[src/rtl/score_bcd_if.sv]
// Request/result bundle between the score logic and the BCD converter.
// The converter is the slave; the score/combo counter side is the master.
interface score_bcd_if #(
  parameter int BIN_WIDTH  = 14,
  parameter int NUM_DIGITS = 4
);
  logic [BIN_WIDTH-1:0]    value;
  logic                    start;
  logic                    busy;
  logic                    done;
  logic [4*NUM_DIGITS-1:0] bcd;
  logic                    overflow;
  logic [NUM_DIGITS-1:0]   blank;

  modport master (output value, start, input busy, done, bcd, overflow, blank);
  modport slave  (input value, start, output busy, done, bcd, overflow, blank);
endinterface

[src/rtl/score_bcd_converter.sv]
// Iterative double-dabble binary-to-BCD converter, one bit per clock, saturating at all 9s.
// Optional leading-zero blanking mask is enabled by defining LEADING_ZERO_BLANK_EN.
module score_bcd_converter #(
  parameter int BIN_WIDTH  = 14,
  parameter int NUM_DIGITS = 4
) (
  input  logic       clk,
  input  logic       rst,
  score_bcd_if.slave bus
);
  localparam int     BCD_W    = 4 * NUM_DIGITS;
  localparam int     CNT_W    = $clog2(BIN_WIDTH + 1);
  localparam longint MAX_L    = longint'(10) ** NUM_DIGITS - longint'(1);
  // Wide inputs only; a narrow input can never exceed the display range.
  localparam bit     MAX_FITS = MAX_L < (longint'(1) << BIN_WIDTH);
  localparam logic [BIN_WIDTH-1:0] MAX_VAL   = BIN_WIDTH'(MAX_L);
  localparam logic [BCD_W-1:0]     ALL_NINES = {NUM_DIGITS{4'h9}};

  typedef enum logic [1:0] {
    S_IDLE  = 2'd0,
    S_SHIFT = 2'd1,
    S_DONE  = 2'd2
  } state_t;

  state_t                 state_r;
  logic [BIN_WIDTH-1:0]   shift_r;
  logic [BCD_W-1:0]       scratch_r;
  logic [CNT_W-1:0]       cnt_r;
  logic                   pending_r;
  logic                   ovf_cap_r;
  logic                   busy_r;
  logic                   done_r;
  logic [BCD_W-1:0]       bcd_r;
  logic                   overflow_r;
  logic [BCD_W-1:0]       scr_next_s;
  logic [BIN_WIDTH-1:0]   sh_next_s;

  function automatic logic [BCD_W-1:0] dabble_adjust(input logic [BCD_W-1:0] d);
    logic [BCD_W-1:0] r;
    r = d;
    for (int i = 0; i < NUM_DIGITS; i++) begin
      if (d[4*i +: 4] >= 4'd5) begin
        r[4*i +: 4] = d[4*i +: 4] + 4'd3;
      end else begin
        r[4*i +: 4] = d[4*i +: 4];
      end
    end
    return r;
  endfunction

  // One double-dabble step: add-3 correction, then shift the combined register left.
  always_comb begin
    {scr_next_s, sh_next_s} = {dabble_adjust(scratch_r), shift_r} << 1'b1;
  end

`ifdef LEADING_ZERO_BLANK_EN
  logic [NUM_DIGITS-1:0] blank_r;

  function automatic logic [NUM_DIGITS-1:0] zero_mask(input logic [BCD_W-1:0] d);
    logic [NUM_DIGITS-1:0] m;
    logic                  upper_zero;
    m          = '0;
    upper_zero = 1'b1;
    for (int i = NUM_DIGITS - 1; i >= 1; i--) begin
      upper_zero = upper_zero & (d[4*i +: 4] == 4'd0);
      m[i]       = upper_zero;
    end
    return m;
  endfunction

  // Blank mask follows bcd on the done edge; saturated results are never blanked.
  always_ff @(posedge clk or negedge rst) begin
    if (!rst) begin
      blank_r <= ~NUM_DIGITS'(1'b1);
    end else if (state_r == S_DONE) begin
      blank_r <= ovf_cap_r ? '0 : zero_mask(scratch_r);
    end else begin
      blank_r <= blank_r;
    end
  end

  assign bus.blank = blank_r;
`else
  assign bus.blank = '0;
`endif

  // Control FSM with datapath; result registers move only on the done edge.
  always_ff @(posedge clk or negedge rst) begin
    if (!rst) begin
      state_r    <= S_IDLE;
      shift_r    <= '0;
      scratch_r  <= '0;
      cnt_r      <= '0;
      pending_r  <= 1'b0;
      ovf_cap_r  <= 1'b0;
      busy_r     <= 1'b0;
      done_r     <= 1'b0;
      bcd_r      <= '0;
      overflow_r <= 1'b0;
    end else begin
      done_r <= 1'b0;
      case (state_r)
        S_IDLE: begin
          // A request queued during the previous conversion starts here.
          if (bus.start || pending_r) begin
            shift_r   <= bus.value;
            scratch_r <= '0;
            cnt_r     <= '0;
            ovf_cap_r <= MAX_FITS && (bus.value > MAX_VAL);
            pending_r <= 1'b0;
            busy_r    <= 1'b1;
            state_r   <= S_SHIFT;
          end
        end
        S_SHIFT: begin
          scratch_r <= scr_next_s;
          shift_r   <= sh_next_s;
          cnt_r     <= cnt_r + CNT_W'(1);
          if (cnt_r == CNT_W'(BIN_WIDTH - 1)) begin
            state_r <= S_DONE;
          end
          if (bus.start) begin
            pending_r <= 1'b1;
          end
        end
        S_DONE: begin
          bcd_r      <= ovf_cap_r ? ALL_NINES : scratch_r;
          overflow_r <= ovf_cap_r;
          done_r     <= 1'b1;
          busy_r     <= 1'b0;
          state_r    <= S_IDLE;
          if (bus.start) begin
            pending_r <= 1'b1;
          end
        end
        default: begin
          busy_r  <= 1'b0;
          state_r <= S_IDLE;
        end
      endcase
    end
  end

  assign bus.busy     = busy_r;
  assign bus.done     = done_r;
  assign bus.bcd      = bcd_r;
  assign bus.overflow = overflow_r;
endmodule

[src/flat_wrapper.sv]
// flat-port wrapper written by rule: the top's interface ports become plain ports
module score_bcd_converter_flat 
#(
  parameter int BIN_WIDTH  = 14,
  parameter int NUM_DIGITS = 4
)
  (clk, rst, bus_value, bus_start, bus_busy, bus_done, bus_bcd, bus_overflow, bus_blank);
  score_bcd_if #(.BIN_WIDTH(BIN_WIDTH), .NUM_DIGITS(NUM_DIGITS)) bus_i ();
  input  logic clk;
  input  logic rst;
  input wire logic [$bits(bus_i.value)-1:0] bus_value;
  input wire logic [$bits(bus_i.start)-1:0] bus_start;
  output wire logic [$bits(bus_i.busy)-1:0] bus_busy;
  output wire logic [$bits(bus_i.done)-1:0] bus_done;
  output wire logic [$bits(bus_i.bcd)-1:0] bus_bcd;
  output wire logic [$bits(bus_i.overflow)-1:0] bus_overflow;
  output wire logic [$bits(bus_i.blank)-1:0] bus_blank;
  assign bus_i.value = bus_value;
  assign bus_i.start = bus_start;
  assign bus_busy = bus_i.busy;
  assign bus_done = bus_i.done;
  assign bus_bcd = bus_i.bcd;
  assign bus_overflow = bus_i.overflow;
  assign bus_blank = bus_i.blank;
  score_bcd_converter #(.BIN_WIDTH(BIN_WIDTH), .NUM_DIGITS(NUM_DIGITS)) u_core (.clk(clk), .rst(rst), .bus(bus_i));
endmodule
[config.mk]
export PLATFORM = sky130hd
export DESIGN_NAME = score_bcd_converter_flat
export DESIGN_NICKNAME = d
export VERILOG_FILES = /design/src/rtl/score_bcd_if.sv /design/src/rtl/score_bcd_converter.sv /design/src/flat_wrapper.sv
export SDC_FILE = /design/constraint.sdc
export NUM_CORES = 1
export LEC_CHECK = 0
export ABC_AREA = 1
export CAP_MARGIN = 25
export CORE_MARGIN = 2
export CORE_UTILIZATION = 30
export DETAILED_ROUTE_END_ITERATION = 7
export PLACE_DENSITY = 0.5
export REMOVE_ABC_BUFFERS = 1
export SYNTH_ARGS = -nofsm -noshare
export SYNTH_HDL_FRONTEND = slang
export SYNTH_SLANG_ARGS = --single-unit
[constraint.sdc]
create_clock -name clk -period 1.8 [get_ports clk]
set_clock_uncertainty 0.2 [all_clocks]
set_input_delay 0.54 -clock clk [delete_from_list [all_inputs] [get_ports clk]]
set_output_delay 0.54 -clock clk [all_outputs]
set_load 0.02 [all_outputs]
==> impl_metrics.yaml <==
status:
  status: "finished clean"
setup_path:
  crit_cells: 1
  startpoint_type: "register"
  path_class: "reg2out"
  cp_cell_sequence: "clkdlybuf4s15_1"
  r2r-start: "u_core.state_r[1]"
  cp-end-kind: "output pin"
  path_delay_family: "flip-flops"
  crit_path_max_fanout: 2
  cp.arrival_ps: 1020
  critical_path.slowest_cell: "dfrtp_1"
  reg2reg_depth: 8
  cp-endpoint: "bus_bcd[7]"
  required_ps: 1060
  reg2reg_setup_slack_ps: 150
  path_buf_inv: 1
  r2r_end: "u_core.shift_r[0]"
  max_stage_delay_ps: 390
  crit_start: "u_core.bus.bcd[7]"
synthesis:
  yosysWarnings: 0
  syn_area_per_cell_um2: 8.16
  ys_async_sr_fraction: 1.00
  yosys-top-cells-count: "nand2_1 (118), dfrtp_1 (57), inv_1 (41), o21ai_0 (27), nand3_1 (25)"
  yosysMostFrequentCell: "nand2_1"
  synth_area_leaders: "dfrtp_1 (48%), nand2_1 (15%), ha_1 (5.5%), inv_1 (5.2%), o21ai_0 (4.5%)"
  syn_area_um2: 2980
  synth_flop_cell: "dfrtp_1"
  synth_top_area_cell: "dfrtp_1"
  synth_cells: 365
  yosysTopAreaCellShare: 0.479
  yosysSeqAreaShare: 0.479
  synth.distinct_cells: 26
  synth_edf_count: 0
  ys_ff_latch: 57
timing:
  rsz0062_at_grt: "false"
  slew_violations: 0
  finalHoldViolCount: 0
  max_freq_ghz: 0.568
  setup-violations-final: 0
  hold_ws_ps: 284
  worst_slack_ps: 41.0
  final.min_clock_period_ps: 1760
  period_share: 0.977
floorplan:
  fp.dieH_um: 104
  io_pins: 40
  die_x_um: 104
  core_area_um2: 9680
  initial_core_util: 0.307
  rows: 36
  die_area_um2: 10700
clocking:
  cts.clk_slew.worst_paths_ps: 70
  cts.sink_count: 57
  cts_tree: "yes"
  cts_buffers: 9
  cts_root_buffer: "clkbuf_8"
  cts_buffer_depth: 2
  htreeDepth: 3
  clk_latency_ps: 340
placed_design:
  post-place-ws_ps: -392
  dpl_cell_area_um2: 3470
  dpl.hpwl_mm: 4.32
  gp_congestion: 0.808
  port_buffers: 35
routing:
  wirelength_mm: 6.28
  wl_per_cell_um: 11.5
  vias_per_cell: 4.38
  firstDrtPassIters: 5
  drtIter0Drc: 53
  vias: 2401
  drc: 0
  drtAntennaViolNets: 0
global_route:
  grt_max_degree: 58
  grt_pass1_vias: 2372
  antenna_found_initial: 0
  grt-ovfl-total: 0
  grt_pass1_wl_mm: 10.9
  grtUsageTotal: 0.126
finish:
  drive_gt1_frac: 0.130
  nNetsFinal: 440
  nFillCells: 1036
  diodes: 0
  final_area_um2: 3710
  syn_to_final_growth_pct: 24.6
flow_run:
  maxCapViolCount: 0
pwr:
  power_switching_uw: 885
  combPwrFrac: 0.149
  p_sw_frac: 0.264
  internal-power_mw: 2.47
  p_leak_nw: 1.89
  seq_power_share: 0.439
  power_density_nw_per_um2: 903
  ir_drop_mv: 0.390
  pwr-share-clk: 0.412
min_path:
  hold_class: "reg2reg"
==> metal layers <==
layer  vias to the layer above  global-route usage  share of wire
met2                        50               0.216           0.48
met5                         -                   0              0
met3                         8              0.0384          0.043
met4                         0              0.0434          0.013
met1                      1108               0.150           0.47
li1                       1235                   -              -
==> timing repair <==
action	4_1_cts	5_1_grt
hold buffers	1	0
pin swaps	0	0
endpoints found under the setup margin	28	23
hold endpoints to repair	8	0
gates resized for setup	29	13
buffers inserted	0	0
==> power groups by stage <==
stage | sequential (mW) | clock (mW) | combinational [mW]
6_report | 1.47 | 1.38 | 0.500
3_5_place_dp | 1.50 | 0 | 0.569
3_3_place_gp | 1.49 | 0 | 0.568
4_1_cts | 1.47 | 1.43 | 0.506
5_1_grt | 1.49 | 1.48 | 0.556
2_1_floorplan | 1.63 | 0 | 0.123
==> worst min-delay path, stage by stage, from the launching register on <==
cell	delay (ps)
dfrtp_1	340
nand2_1	50
o21ai_0	50
==> final cells by class <==
class / instances / area, um^2 / share of cell area
flip-flops and latches: 57 / 1430 / 0.384
multi-input cells: 251 / 1280 / 0.344
repair buffers: 45 / 437 / 0.118
inverters: 46 / 175 / 0.0472
well taps: 133 / 166 / 0.0448
clock buffers: 11 / 151 / 0.0408
clock inverters: 5 / 77.6 / 0.0209
==> worst min path at each step <==
stage                           to                start  depth (start not counted)
6_report        u_core.bus.bcd[10]   u_core.bus.bcd[10]                          2
5_1_grt          u_core.bus.bcd[2]    u_core.bus.bcd[2]                          2
4_1_cts          u_core.bus.bcd[6]    u_core.bus.bcd[6]                          2
3_5_place_dp   u_core.scratch_r[5]  u_core.scratch_r[5]                          2
3_3_place_gp    u_core.shift_r[11]   u_core.shift_r[11]                          2
2_1_floorplan    u_core.bus.bcd[0]                  rst                          0
==> cells by family after synthesis <==
logic type / Yosys count / share of synthesized area
adder cells (fa/ha/maj): 13 / 0.0546
AO/OA/AOI/OAI: 59 / 0.121
flip-flops: 57 / 0.479
other: 1 / 0.00126
AND/OR/NAND/NOR: 175 / 0.244
buffers and inverters: 60 / 0.100
==> stage by stage <==
step	instances	TNS (ps)	utilization	power (mW)
floorplan	354	0	-	1.75
global placement	531	-8240	0.358	2.06
detailed placement	531	-8220	0.358	2.07
CTS	548	0	0.383	3.41
global route	548	0	0.383	3.53
finish	548	0	0.383	3.35
==> registers in the layout (all words and copies together) (netlist names), 2 cells and up <==
name and cells:
u_core.cnt_r 4, u_core.state_r 2, u_core.scratch_r 16, u_core.shift_r 14, u_core.bus.bcd 16
==> cells in the final DEF (no fill, tap or decap), types with 3 or more instances in the layout <==
cell,instances
nand4_1,3
o21ai_2,13
clkdlybuf4s15_1,16
o21ai_0,27
buf_4,7
o21ai_1,4
nand3_1,25
dfrtp_1,57
nand2_1,117
clkbuf_8,11
nor2_1,24
o211ai_1,4
ha_1,12
nand2_2,3
inv_2,4
clkdlybuf4s50_1,15
a21oi_1,8
inv_1,41
conb_1,4
No activity file was read; power rests on OpenSTA's default activity.
